===== config.mk =====
export PLATFORM = sky130hd
export DESIGN_NAME = tt_lpf_scan_ctrl
export DESIGN_NICKNAME = d
export VERILOG_FILES = /design/src/rtl/tt_pll_pkg.sv /design/src/rtl/tt_lpf_scan_ctrl.sv
export SDC_FILE = /design/constraint.sdc
export NUM_CORES = 1
export LEC_CHECK = 0
export ABC_AREA = 0
export CAP_MARGIN = 0
export CORE_UTILIZATION = 25
export CTS_CLUSTER_SIZE = 40
export DETAILED_ROUTE_END_ITERATION = 6
export SYNTH_ARGS = -nofsm -noshare
export SYNTH_HDL_FRONTEND = slang
export SYNTH_SLANG_ARGS = --single-unit

===== constraint.sdc =====
create_clock -name i_clk_gen -period 1.6 [get_ports i_clk_gen]
set_input_delay 0.16 -clock i_clk_gen [delete_from_list [all_inputs] [get_ports i_clk_gen]]
set_output_delay 0.16 -clock i_clk_gen [all_outputs]
set_load 0.02 [all_outputs]

===== src/rtl/tt_pll_pkg.sv =====
// Shared PLL types: scan sequencer state encoding, command encoding and the
// loop-filter accumulator width used as the default scan chain length.
package tt_pll_pkg;

  localparam int LPF_ACC_W = 32;

  typedef enum logic [1:0] {
    S_IDLE,
    S_SHIFT,
    S_GUARD,
    S_DONE
  } scan_state_e;

  typedef enum logic {
    SCAN_READ  = 1'b0,
    SCAN_WRITE = 1'b1
  } scan_cmd_e;

endpackage


===== src/rtl/tt_lpf_scan_ctrl.sv =====
// Loop-filter integrator scan sequencer. One command at a time takes the
// filter's scan chain for CHAIN_LEN shift cycles: WRITE loads a new value and
// returns the old one, READ rotates the chain so the value is preserved and
// returns a copy. A short guard window with scan_en low follows each shift so
// the filter control path settles before o_done.
module tt_lpf_scan_ctrl
  import tt_pll_pkg::*;
#(
  parameter int CHAIN_LEN    = LPF_ACC_W,
  parameter int GUARD_CYCLES = 2
) (
  input  logic                 i_clk_gen,
  input  logic                 i_rst,
  input  logic                 i_req_valid,
  output logic                 o_req_ready,
  input  logic                 i_req_write,
  input  logic [CHAIN_LEN-1:0] i_req_wdata,
  output logic [CHAIN_LEN-1:0] o_rdata,
  output logic                 o_done,
  output logic                 o_busy,
  output logic                 o_scan_en,
  output logic                 o_scan_in,
  input  logic                 i_scan_out
);

  // Shift counter has one spare bit so CHAIN_LEN-1 never wraps mid-command.
  localparam int CNT_W  = $clog2(CHAIN_LEN) + 1;
  // Guard counter sized so it stays at least 1 bit wide when GUARD_CYCLES=0.
  localparam int GCNT_W = $clog2(GUARD_CYCLES + 1) + 1;

  localparam logic [CNT_W-1:0]  CNT_LAST  = CNT_W'(CHAIN_LEN - 1);
  localparam logic [GCNT_W-1:0] GCNT_LAST = GCNT_W'(GUARD_CYCLES - 1);

  scan_state_e            state_reg, state_next;
  scan_cmd_e              cmd_reg, cmd_next;
  logic [CNT_W-1:0]       cnt_reg, cnt_next;
  logic [GCNT_W-1:0]      gcnt_reg, gcnt_next;
  logic [CHAIN_LEN-1:0]   sreg_reg, sreg_next;
  logic [CHAIN_LEN-1:0]   rdata_reg, rdata_next;
  logic                   scan_en_reg, scan_en_next;

  // State register and datapath registers; reset returns everything to idle/zero.
  always_ff @(posedge i_clk_gen) begin
    if (i_rst) begin
      state_reg   <= S_IDLE;
      cmd_reg     <= SCAN_READ;
      cnt_reg     <= '0;
      gcnt_reg    <= '0;
      sreg_reg    <= '0;
      rdata_reg   <= '0;
      scan_en_reg <= 1'b0;
    end else begin
      state_reg   <= state_next;
      cmd_reg     <= cmd_next;
      cnt_reg     <= cnt_next;
      gcnt_reg    <= gcnt_next;
      sreg_reg    <= sreg_next;
      rdata_reg   <= rdata_next;
      scan_en_reg <= scan_en_next;
    end
  end

  // Next-state logic: accept in IDLE, shift CHAIN_LEN bits, guard, then pulse done.
  always_comb begin
    state_next   = state_reg;
    cmd_next     = cmd_reg;
    cnt_next     = cnt_reg;
    gcnt_next    = gcnt_reg;
    sreg_next    = sreg_reg;
    rdata_next   = rdata_reg;
    scan_en_next = scan_en_reg;
    case (state_reg)
      S_IDLE: begin
        if (i_req_valid) begin
          cmd_next     = scan_cmd_e'(i_req_write);
          sreg_next    = i_req_wdata;
          scan_en_next = 1'b1;
          cnt_next     = '0;
          state_next   = S_SHIFT;
        end
      end
      S_SHIFT: begin
        // Integrator MSB comes out first, so the capture shifts in from the LSB.
        rdata_next = {rdata_reg[CHAIN_LEN-2:0], i_scan_out};
        if (cmd_reg == SCAN_WRITE) begin
          sreg_next = sreg_reg << 1;
        end
        if (cnt_reg == CNT_LAST) begin
          scan_en_next = 1'b0;
          gcnt_next    = '0;
          state_next   = (GUARD_CYCLES == 0) ? S_DONE : S_GUARD;
        end else begin
          cnt_next = cnt_reg + 1'b1;
        end
      end
      S_GUARD: begin
        if (gcnt_reg == GCNT_LAST) begin
          state_next = S_DONE;
        end else begin
          gcnt_next = gcnt_reg + 1'b1;
        end
      end
      S_DONE: begin
        state_next = S_IDLE;
      end
      default: begin
        state_next = S_IDLE;
      end
    endcase
  end

  // Scan data into the filter: new value MSB-first on WRITE, loop-back on READ.
  always_comb begin
    o_scan_in = 1'b0;
    if (state_reg == S_SHIFT) begin
      o_scan_in = (cmd_reg == SCAN_WRITE) ? sreg_reg[CHAIN_LEN-1] : i_scan_out;
    end
  end

  assign o_req_ready = (state_reg == S_IDLE);
  assign o_busy      = (state_reg != S_IDLE);
  assign o_done      = (state_reg == S_DONE);
  assign o_scan_en   = scan_en_reg;
  assign o_rdata     = rdata_reg;

endmodule


# Yosys cells after proc, flatten, opt, wreduce, memory -nomap -nowiden
# Cells that the tools add are included.
# totals
regBits,77
latch_bits,0
ramBits,0
mem_bits_ro,0
input_bits,37
out_inout_bits,37
mem_count,0
# classes
n_addsub,2
mul,0
div_mod_pow,0
n_lt_le_gt_ge,0
n_eq_ne,11
shift,0
muxes,18
bitwise_logic,0
n_reduce_logical,10
# op_table
operator,n
32-bit two-way mux,2
32-bit one-hot mux with 2 select lines,1
3-bit AND reduction,5
6-bit two-way mux,2
"2-bit inequality test, second input constant",6
6-bit one-hot mux with 2 select lines,1
2-bit one-hot mux with 4 select lines,1
"6-bit by 1-bit adder with 6-bit output, second input constant",1
"6-bit by 5-bit == test with 1-bit output, second input constant",1
2-bit two-way mux,3
3-bit two-way mux,2
3-bit one-hot mux with 2 select lines,1
2-bit nonzero test,3
"2-bit == test, second input constant",2
1-bit two-way mux,4
"3-bit by 1-bit adder with 3-bit output, second input constant",1
"3-bit by 1-bit == test with 1-bit output, second input constant",1
"2-bit by 1-bit == test with 1-bit output, second input constant",1
2-bit zero test,1
1-bit one-hot mux with 2 select lines,1
2-bit AND reduction,1

# Longest topological paths before layout
# Gate-level depths: netlist of run 1.
# depth
depth_word,3
depth_mapped,8

# Worst setup path after synthesis of run 1
# OpenSTA, ideal clock, no wires.
# synth_path
kind,flip-flop to flip-flop
start,reg state_reg[1]
end,reg sreg_reg[18]
setup_ps,146
arrival_time_ps,1666
setup_slack_ps,-212
path_stages_with_launch,7
path_cell_list,dfxtp_1 -> inv_1 -> ha_1 -> mux2_4 -> a21boi_4 -> buf_4 -> a211oi_2
# synth_via
elab_chain_len,3
word_cells_on_any_way,7
classes_between,3 x eq/ne; 1 x mux; 3 x reduce/logical
# synth_rtl
element,line,source
"start, declared",tt_lpf_scan_ctrl.sv:34,"scan_state_e state_reg, state_next;"
"start signal, assigned",tt_lpf_scan_ctrl.sv:53,state_reg <= state_next;
2-bit zero test (*),--,
via o_req_ready,tt_lpf_scan_ctrl.sv:15,"output logic o_req_ready,"
2-bit inequality test (no line) / 2-bit nonzero test (equally long branches),--,
3-bit AND reduction (no line),--,
"end signal, assigned",tt_lpf_scan_ctrl.sv:57,sreg_reg <= sreg_next;
"end, declared",tt_lpf_scan_ctrl.sv:38,"logic [CHAIN_LEN-1:0] sreg_reg, sreg_next;"
# The timed path passes the listed nets; every way through them passes the cells marked *.
# A chain may end at the register's enable or synchronous reset.

# Worst setup path after layout of run 1
# layout_path
start,reg state_reg[0]
end,reg sreg_reg[30]
# layout_via
elab_chain_len,3
word_cells_on_any_way,7
classes_between,3 x eq/ne; 1 x mux; 3 x reduce/logical
# layout_rtl
element,line,source
2-bit by 1-bit == test with 1-bit output / 2-bit zero test (equally long branches),tt_lpf_scan_ctrl.sv:72,case (state_reg)
2-bit inequality test (no line) / 2-bit nonzero test (equally long branches),--,
3-bit AND reduction (no line),--,
# Parallel ways exist; a longest one is shown, timed or not.

==> results of run 1 <==
-- area by class of cell --
type                            count  area, sq um  share of cell area
Clock buffer                       10          239              0.0475
Clock inverter                      6         62.6              0.0124
Inverter                           12         50.0             0.00996
Multi-Input combinational cell    232         1850               0.367
Sequential cell                    77         1550               0.308
Tap cell                          176          220              0.0438
Timing Repair Buffer              104         1060               0.211
-- metrics by stage --
step / hold slack, ns / area, sq um / cells / total power, mW / setup WS, ns
after global routing: 0.250 / 5030 / 617 / 9.18 / -0.0777
after global placement: 0.455 / 4560 / 592 / 6.00 / -0.0857
after floorplan: 0.307 / 3560 / 344 / 5.35 / -0.0287
after detailed placement: 0.468 / 4560 / 592 / 6.10 / -0.0620
after CTS: 0.221 / 4940 / 612 / 8.51 / -0.0177
final: 0.238 / 5030 / 617 / 8.61 / -0.00668
-- logic make-up (layout without fill, tap and decap cells) --
group | count (synthesis) | after routing | synth area share
buffers and inverters | 35 | 132 | 0.0499
flip-flops | 77 | 77 | 0.440
AO/OA/AOI/OAI | 63 | 63 | 0.176
multiplexers | 67 | 67 | 0.193
adder cells (fa/ha/maj) | 8 | 8 | 0.0285
AND/OR/NAND/NOR | 94 | 94 | 0.113
-- cells in the mapped netlist, drive strengths merged (2+ instances only) --
cell / n
a211o: 2
a211oi: 33
a21boi: 2
a21oi: 10
buf: 14
clkbuf: 9
dfxtp: 77
ha: 8
inv: 12
mux2: 2
mux2i: 65
nand2: 9
nand2b: 4
nand3: 3
nor2: 67
nor2b: 2
nor3: 3
o21a: 2
o31ai: 4
o32ai: 2
-- worst reg2reg max path: stages (launching register included) --
cell and delay, ns:
sky130_fd_sc_hd__dfxtp_4 0.39, sky130_fd_sc_hd__inv_4 0.05, sky130_fd_sc_hd__ha_4 0.15, sky130_fd_sc_hd__mux2_4 0.29, sky130_fd_sc_hd__a21boi_4 0.18, sky130_fd_sc_hd__buf_6 0.15
sky130_fd_sc_hd__clkbuf_16 0.16, sky130_fd_sc_hd__a211oi_2 0.17
-- repair_timing --
action                     CTS  global route
gates cloned                 2             2
gates resized for setup     13             7
pin swaps                    0             3
setup endpoints to repair   35            57
buffers inserted             2             3
-- per-layer routing --
metal	wire [um]	vias up	share of wire
li1	-	1400	-
met1	3530	1306	0.44
met2	3770	72	0.47
met3	517	10	0.065
met4	120	0	0.015
met5	0	-	0
-- final timing paths --
path             endpoint         start  slack (ns)
max reg2reg  sreg_reg[30]  state_reg[0]      -0.007
min           o_rdata[19]         i_rst        0.24
max          sreg_reg[30]  state_reg[0]      -0.007
min reg2reg   sreg_reg[0]   sreg_reg[0]        0.48
-- power by group through the flow --
stage	Combinational [mW]	Sequential [mW]	Clock, mW
6_report	3.93	2.63	2.04
4_1_cts	3.77	2.63	2.12
3_3_place_gp	3.34	2.65	0
2_1_floorplan	2.72	2.63	0
5_1_grt	4.29	2.68	2.21
3_5_place_dp	3.43	2.66	0
==> flow_summary.yaml, run 1 <==
clock_tree:
  cts_tree: "yes"
  numCtsBuffers: 9
  cts-hold-fix-buffers: 0
  clk_pin_slew_worst_paths_ns: 0.06
  cts-htree-levels: 3
  worstSkewPairLatency_ns: 0.33
  clk_sink_count: 77
  cts-root-buf: "sky130_fd_sc_hd__clkbuf_16"
  cts.path.max_buffers: 2
timing:
  period_minus_slack_ns: 1.61
  worst_pin_slew_ns: 0.372
  max_freq_mhz: 622
  min_period_over_period: 1.00
  totalNegativeSetupSlack_ns: -0.0351
  setup_viol: 11
  setup_ws_ns: -0.00668
  grt_setup_unrepaired: "true"
  hold_viol: 0
  final_setup_skew_ns: 0.00469
  max_slew_headroom: 0.748
  slew_viol_final: 0
power_and_ir_drop:
  intPower_mw: 5.60
  share_clk_of_total_power: 0.237
  netSwitchingFraction: 0.349
  irDropWorstVdd_uv: 653
  pwr-share-comb: 0.457
  seq_power_share: 0.306
  power_per_cell_area_nw_per_um2: 1710
  cellLeakagePower_nw: 1.82
  power.net_switching_mw: 3.00
finish:
  antenna_cells: 0
  layout_cell_share_with_drive_strength_beyond_1: 0.220
  fillCellCount: 1344
  layout-area-overhead-vs-synth_pct: 43.3
  final_cell_mix: "sky130_fd_sc_hd__dfxtp_1, sky130_fd_sc_hd__clkdlybuf4s50_1, sky130_fd_sc_hd__nor2_1"
  final_common_cell: "sky130_fd_sc_hd__dfxtp_1"
  layout.core_utilization: 0.374
  number_of_nets_at_the_end_of_the_flow: 481
drt:
  wirelength_um: 7930
  post-route-drc-count: 0
  detail-route-antenna-nets: 0
  avgRoutedWirePerCell_um: 12.9
  route.detailed.vias_per_inst: 4.52
  detailedRoute.firstPassIterationCount: 4
  routed-via-count: 2788
  first_iter_violations: 92
critical_path:
  end_kind: "flop"
  cp.arrival_ns: 1.86
  critical-path-max-stage-delay_ns: 0.39
  crit_path_start_kind: "flop"
  crit_required_ns: 1.85
  slowest_stage_cell_on_the_critical_path: "sky130_fd_sc_hd__dfxtp_4"
  worstSetupPathDepth: 7
  worst_path_dominant_cell_family: "flip-flops"
  path_buf_inv: 3
  critical_path_class: "reg -> reg"
  worst_path_fanout_max: 7
  worstPathCellList: "inv_4 > ha_4 > mux2_4 > a21boi_4 > buf_6 > clkbuf_16 > a211oi_2"
  r2r.worst_path.cells: 7
die:
  core_region_area_sq_um: 13500
  starting_density_of_the_core: 0.261
  die_w_um: 120
  die_area_sq_um: 14500
  floorplan.die.height_um: 120
  ios: 74
  rows: 42
run_status:
  violations: "setup timing"
  run_status: "finished, violations left"
synth:
  postSynthAreaPerCell_sq_um: 10.2
  yosysWarnings: 0
  netlist_instances: 344
  synth.top_cells.by_area: "sky130_fd_sc_hd__dfxtp_1, sky130_fd_sc_hd__mux2i_1, sky130_fd_sc_hd__a211oi_2"
  ys_async_sr_fraction: 0
  synth_sequential_area_ratio: 0.440
  count_of_state_elements_after_synthesis: 77
  synth.cell_area_sq_um: 3510
  synth_fp_nets: 389
  synthDominantAreaCellType: "sky130_fd_sc_hd__dfxtp_1"
  synth_cell_types: 40
  synth_edf_count: 0
  postSynth.topFlopCell: "sky130_fd_sc_hd__dfxtp_1"
  area_share_of_the_largest_cell_type_after_synthesis: 0.440
global_route:
  grt.busiest_layer: "met2"
  met3_usage: 0.0387
  met1_usage: 0.135
  antenna_found_initial: 0
  grt_usage: 0.112
  largest_net_degree_at_the_start_of_global_routing: 35
  overflow: 0
  vias_in_the_first_global_route: 2777
  wire_length_of_the_first_global_routing_pass_um: 13000
  grt_util_met2: 0.184
worst_hold_path:
  hp-class: "in -> reg"
  hold_path_depth: 2
placed_design:
  buffer_ports.inserted: 73
  gp_routability_congestion: 0.741
  dp_hpwl_um: 5180
run:
  max-cap-violations: 0
No activity file was read; power rests on OpenSTA's default activity.
==> run 2, diff against run 1 <==
--- a/config.mk
+++ b/config.mk
@@ -10,6 +10,7 @@
 export CORE_UTILIZATION = 25
 export CTS_CLUSTER_SIZE = 40
 export DETAILED_ROUTE_END_ITERATION = 6
+export DONT_BUFFER_PORTS = 1
 export SYNTH_ARGS = -nofsm -noshare
 export SYNTH_HDL_FRONTEND = slang
 export SYNTH_SLANG_ARGS = --single-unit
==> constraint.sdc (replaced) <==
create_clock -name i_clk_gen -period 1.9 [get_ports i_clk_gen]
set_input_delay 0.19 -clock i_clk_gen [delete_from_list [all_inputs] [get_ports i_clk_gen]]
set_output_delay 0.19 -clock i_clk_gen [all_outputs]
set_load 0.02 [all_outputs]
==> run 2 against run 1 <==
  * The run ends with hold timing left
  * Wire length fell by 4.4%
  * Final cell count fell by 13%
  * Total power fell by 19%
  * Clock skew rose by 0.0015 ns
  * Critical path depth did not move
  * Hold slack got worse by 0.30 ns
  * Global-route usage fell by 0.61 points
  * Sequential power fell by 15%
  * Fmax fell by 9.6%
  * Critical path type unchanged
==> flow_summary.yaml, run 2 (same netlist as run 1, synthesis figures left out) <==
critical_path:
  critical-path-max-stage-delay_ns: 0.35
  setup.worst_path.start: "state_reg[0]"
  worst_path_fanout_max: 15
  worstSetupPathDepth: 7
  end_kind: "flop"
  path_buf_inv: 3
  r2r.worst_path.cells: 7
  critical_path_class: "reg -> reg"
  reg2reg_slack_ns: 0.12
  cp.arrival_ns: 2.04
  worst_reg2reg_path_startpoint: "state_reg[0]"
  crit_path_start_kind: "flop"
  worstPathCellList: "inv_1 > ha_1 > mux2_4 > a21boi_4 > buf_4 > clkbuf_16 > a211oi_2"
  slowest_stage_cell_on_the_critical_path: "sky130_fd_sc_hd__dfxtp_2"
  worst_path_dominant_cell_family: "buffers and inverters"
  crit_required_ns: 2.16
  regToRegEndpoint: "sreg_reg[9]"
clock_tree:
  cts_tree: "yes"
  cts.path.max_buffers: 2
  numCtsBuffers: 9
  cts-htree-levels: 3
  cts-root-buf: "sky130_fd_sc_hd__clkbuf_16"
  worstSkewPairLatency_ns: 0.34
  clk_pin_slew_worst_paths_ns: 0.06
  clk_sink_count: 77
run_status:
  violations: "hold timing"
  run_status: "finished, violations left"
finish:
  final_common_cell: "sky130_fd_sc_hd__dfxtp_1"
  multiInputGateArea_sq_um: 1800
  final_cell_mix: "sky130_fd_sc_hd__dfxtp_1, sky130_fd_sc_hd__nor2_1, sky130_fd_sc_hd__mux2i_1"
  sequential_cell_area_sq_um: 1540
  number_of_nets_at_the_end_of_the_flow: 399
  post_layout_nonfiller_instances: 535
  layout_cell_share_with_drive_strength_beyond_1: 0.201
  fillCellCount: 1418
  layout.cell_area.non_filler_sq_um: 4190
  layout-area-overhead-vs-synth_pct: 19.5
  layout.core_utilization: 0.312
  antenna_cells: 0
power_and_ir_drop:
  power_per_cell_area_nw_per_um2: 1660
  intPower_mw: 4.51
  netSwitchingFraction: 0.350
  cellLeakagePower_nw: 1.50
  irDropWorstVdd_uv: 727
  pwr-share-comb: 0.411
  seq_power_share: 0.321
  share_clk_of_total_power: 0.268
  power.net_switching_mw: 2.43
placed_design:
  gp_routability_congestion: 0.751
  dp_worst_setup_slack_ns: 0.0725
  buffer_ports.inserted: 0
  dp.cells: 508
  dp_hpwl_um: 4950
  post_dp_cell_area_sq_um: 3730
drt:
  routed-via-count: 2497
  route.detailed.vias_per_inst: 4.67
  wirelength_um: 7590
  detailedRoute.firstPassIterationCount: 4
  detail-route-antenna-nets: 0
  post-route-drc-count: 0
  first_iter_violations: 100
  avgRoutedWirePerCell_um: 14.2
global_route:
  met3_usage: 0.0519
  wire_length_of_the_first_global_routing_pass_um: 11800
  grt_usage: 0.106
  grt_util_met2: 0.170
  met1_usage: 0.119
  largest_net_degree_at_the_start_of_global_routing: 78
  vias_in_the_first_global_route: 2467
  grt.busiest_layer: "met2"
  antenna_found_initial: 0
  overflow: 0
timing:
  whs_ns: -0.0626
  final_setup_skew_ns: 0.00621
  min_period_over_period: 0.935
  period_minus_slack_ns: 1.78
  slew_viol_final: 0
  worst_pin_slew_ns: 0.398
  totalNegativeSetupSlack_ns: 0
  setup_ws_ns: 0.123
  grt_setup_unrepaired: "false"
  max_freq_mhz: 563
  max_slew_headroom: 0.733
  hold_viol: 61
  setup_viol: 0
die:
  rows: 42
  floorplan.die.height_um: 120
  ios: 74
  die_w_um: 120
  starting_density_of_the_core: 0.261
  die_area_sq_um: 14500
  core_region_area_sq_um: 13500
worst_hold_path:
  hold_start: "i_rst"
  worstHoldEndpoint: "state_reg[1]"
  hp-class: "in -> reg"
  hold_path_depth: 1
run:
  max-cap-violations: 0
==> run 2: cell count changes in the layout (fill, tap and decap cells not counted), sizes merged <==
cell           change
clkdlybuf4s15      -1
buf               -13
bufinv             +1
clkinv             -1
dlygate4sd3        +3
dlygate4sd2        -1
clkbuf             -2
clkinvlp           -2
clkdlybuf4s50     -68
inv                +2
==> run 2: cell type report <==
type                       count  share of cell area
clock inverter                 6              0.0224
sequential                    77               0.368
multi-input combinational    232               0.430
clock buffer                  10              0.0546
inverter                      12              0.0107
tap                          176              0.0525
timing repair buffer          22              0.0612
==> run 2: worst max-delay path by stage <==
stage                        end
global placement    sreg_reg[11]
floorplan           sreg_reg[18]
global route        sreg_reg[13]
finish               sreg_reg[9]
detailed placement  sreg_reg[13]
CTS                    o_scan_in
==> run 2: what timing repair did <==
action / 4_1_cts / 5_1_grt
resized for setup: 0 / 5
hold buffers: 1 / 2
setup buffers: 0 / 6
setup endpoints to repair: 0 / 27
hold endpoints to repair: 73 / 72
==> run 2: metrics by stage <==
stage	hold slack [ns]	power, mW
after floorplan	0.337	4.40
after CTS	-0.0983	6.76
after global routing	-0.107	7.41
after detailed placement	0.274	4.86
after global placement	0.276	4.75
final	-0.0626	6.94
==> run 2: power by group through the flow <==
stage	combinational (mW)	sequential, mW	clock, mW
final	2.85	2.23	1.86
after global routing	3.13	2.28	2.00
after CTS	2.60	2.23	1.93
after detailed placement	2.59	2.27	0
after global placement	2.49	2.25	0
after floorplan	2.19	2.20	0
==> run 2: layer usage <==
layer | part of all wire | vias up | routed length [um]
met4 | 0.015 | 0 | 116
li1 | - | 1243 | -
met5 | 0 | - | 0
met1 | 0.43 | 1171 | 3290
met2 | 0.47 | 71 | 3580
met3 | 0.078 | 12 | 593
==> run 3, diff against run 2 <==
==> constraint.sdc (replaced) <==
create_clock -name i_clk_gen -period 1.6 [get_ports i_clk_gen]
set_input_delay 0.16 -clock i_clk_gen [delete_from_list [all_inputs] [get_ports i_clk_gen]]
set_output_delay 0.16 -clock i_clk_gen [all_outputs]
set_load 0.02 [all_outputs]
==> run 3 against run 2 <==
  * Hold slack worse by 0.048 ns
  * Utilization is 1.6 points higher
  * Total power is 26% higher
  * Register-to-register slack worse by 0.16 ns
  * Clock skew is 0.0011 ns lower
  * The flow finishes with violations (hold timing, setup timing)
  * Die area stayed put
==> flow_summary.yaml, run 3 (same netlist as run 1, synthesis figures left out) <==
run_status:
  run_status: "finished, violations left"
  violations: "hold timing, setup timing"
critical_path:
  slowest_stage_cell_on_the_critical_path: "sky130_fd_sc_hd__dfxtp_4"
  crit_path_start_kind: "flop"
  path_buf_inv: 3
  worst_path_dominant_cell_family: "flip-flops"
  worst_reg2reg_path_startpoint: "state_reg[0]"
  r2r.worst_path.cells: 7
  worstPathCellList: "inv_4 > ha_4 > mux2_4 > a21boi_4 > buf_6 > clkbuf_16 > a211oi_2"
  cp.arrival_ns: 1.90
  setup.worst_path.start: "state_reg[0]"
  worst_path_fanout_max: 7
  end_kind: "flop"
  critical-path-max-stage-delay_ns: 0.38
  critical_path_class: "reg -> reg"
  worstSetupPathDepth: 7
  crit_required_ns: 1.86
global_route:
  antenna_found_initial: 0
  vias_in_the_first_global_route: 2451
  overflow: 0
  largest_net_degree_at_the_start_of_global_routing: 78
  wire_length_of_the_first_global_routing_pass_um: 11800
  grt_usage: 0.106
drt:
  route.detailed.vias_per_inst: 4.70
  post-route-drc-count: 0
  detailedRoute.firstPassIterationCount: 4
  avgRoutedWirePerCell_um: 14.5
  detail-route-antenna-nets: 0
  wirelength_um: 7820
  first_iter_violations: 108
  routed-via-count: 2538
timing:
  setup_viol: 7
  slew_viol_final: 0
  max_freq_mhz: 611
  whs_ns: -0.111
  grt_setup_unrepaired: "true"
  final_setup_skew_ns: 0.00509
  period_minus_slack_ns: 1.64
  setup_ws_ns: -0.0376
  max_slew_headroom: 0.798
  hold_viol: 73
  min_period_over_period: 1.02
  worst_pin_slew_ns: 0.299
die:
  die_w_um: 120
  core_region_area_sq_um: 13500
  die_area_sq_um: 14500
  starting_density_of_the_core: 0.261
  ios: 74
  rows: 42
  floorplan.die.height_um: 120
finish:
  sequential_cell_area_sq_um: 1550
  post_layout_nonfiller_instances: 540
  fillCellCount: 1380
  final_common_cell: "sky130_fd_sc_hd__dfxtp_1"
  layout-area-overhead-vs-synth_pct: 25.5
  final_cell_mix: "sky130_fd_sc_hd__dfxtp_1, sky130_fd_sc_hd__mux2i_1, sky130_fd_sc_hd__nor2_1"
  antenna_cells: 0
  number_of_nets_at_the_end_of_the_flow: 404
  layout_cell_share_with_drive_strength_beyond_1: 0.269
  multiInputGateArea_sq_um: 1890
power_and_ir_drop:
  cellLeakagePower_nw: 1.57
  power_per_cell_area_nw_per_um2: 1990
  irDropWorstVdd_uv: 817
placed_design:
  buffer_ports.inserted: 0
  dp_hpwl_um: 4850
  gp_routability_congestion: 0.700
  dp.cells: 511
  dp_worst_setup_slack_ns: -0.00180
clock_tree:
  cts-htree-levels: 3
  clk_pin_slew_worst_paths_ns: 0.06
  cts_tree: "yes"
  numCtsBuffers: 9
  clk_sink_count: 77
  worstSkewPairLatency_ns: 0.34
  cts.path.max_buffers: 2
  cts-root-buf: "sky130_fd_sc_hd__clkbuf_16"
worst_hold_path:
  hold_start: "i_rst"
  hp-class: "in -> reg"
  hold_path_depth: 1
run:
  max-cap-violations: 0
-- run 3: cell types whose count changed in the layout (fill, tap and decap cells not counted), moves of 3 or more --
cell                            delta
sky130_fd_sc_hd__buf_12            +3
sky130_fd_sc_hd__dlygate4sd3_1     -3
sky130_fd_sc_hd__nor2_1            -5
sky130_fd_sc_hd__nor2_2            +5
sky130_fd_sc_hd__buf_6             +4
-- run 3: per-stage QoR --
step | power, mW | hold slack [ns] | setup TNS, ns | util | cell area [sq um]
2_1_floorplan | 5.35 | 0.307 | -0.819 | - | 3560
6_report | 8.74 | -0.111 | -0.168 | 0.327 | 4400
5_1_grt | 9.26 | -0.135 | -1.75 | 0.327 | 4400
3_5_place_dp | 5.96 | 0.240 | -0.00180 | 0.285 | 3830
3_3_place_gp | 5.84 | 0.235 | 0 | 0.285 | 3830
4_1_cts | 8.20 | -0.132 | 0 | 0.311 | 4190
-- run 3: layout make-up --
class / instances / area share
clock buffer: 12 / 0.0560
clock inverter: 4 / 0.0108
inverter: 12 / 0.0119
multi-input combinational: 232 / 0.428
sequential: 77 / 0.352
tap: 176 / 0.0500
timing repair buffer: 27 / 0.0912
-- run 3: timing repair --
| action | 4_1_cts | 5_1_grt |
|---|---|---|
| pin swaps | 0 | 4 |
| buffers inserted | 2 | 4 |
| hold endpoints to repair | 74 | 73 |
| endpoints found under the setup margin | 4 | 38 |
| resized for setup | 4 | 19 |
| gates cloned | 1 | 6 |
-- run 3: path summary, 6_finish.rpt --
kind                            slack, ns            to
worst max-delay path                -0.04   sreg_reg[1]
worst min-delay path                -0.11  state_reg[0]
worst max register to register      -0.04   sreg_reg[1]
worst min register to register       0.47   sreg_reg[0]
-- run 3: power breakdown --
group | leakage (nW) | total, mW | switching (mW) | internal (mW)
clock network | 0.143 | 2.02 | 0.771 | 1.25
logic | 0.796 | 4.05 | 1.98 | 2.07
registers | 0.629 | 2.68 | 0.299 | 2.38
-- run 3: worst register-to-register path: stages, from the launching register on --
cell and delay (ns):
sky130_fd_sc_hd__dfxtp_4 0.38, sky130_fd_sc_hd__inv_4 0.05, sky130_fd_sc_hd__ha_4 0.15, sky130_fd_sc_hd__mux2_4 0.29, sky130_fd_sc_hd__a21boi_4 0.17, sky130_fd_sc_hd__buf_6 0.14, sky130_fd_sc_hd__clkbuf_16 0.16, sky130_fd_sc_hd__a211oi_2 0.21
-- run 3: metal layers --
layer	share of wire	GRT usage	wire length, um
met3	0.070	0.0467	546
met4	0.014	0.0463	110
met2	0.48	0.170	3750
met5	0	0	0
met1	0.44	0.122	3410
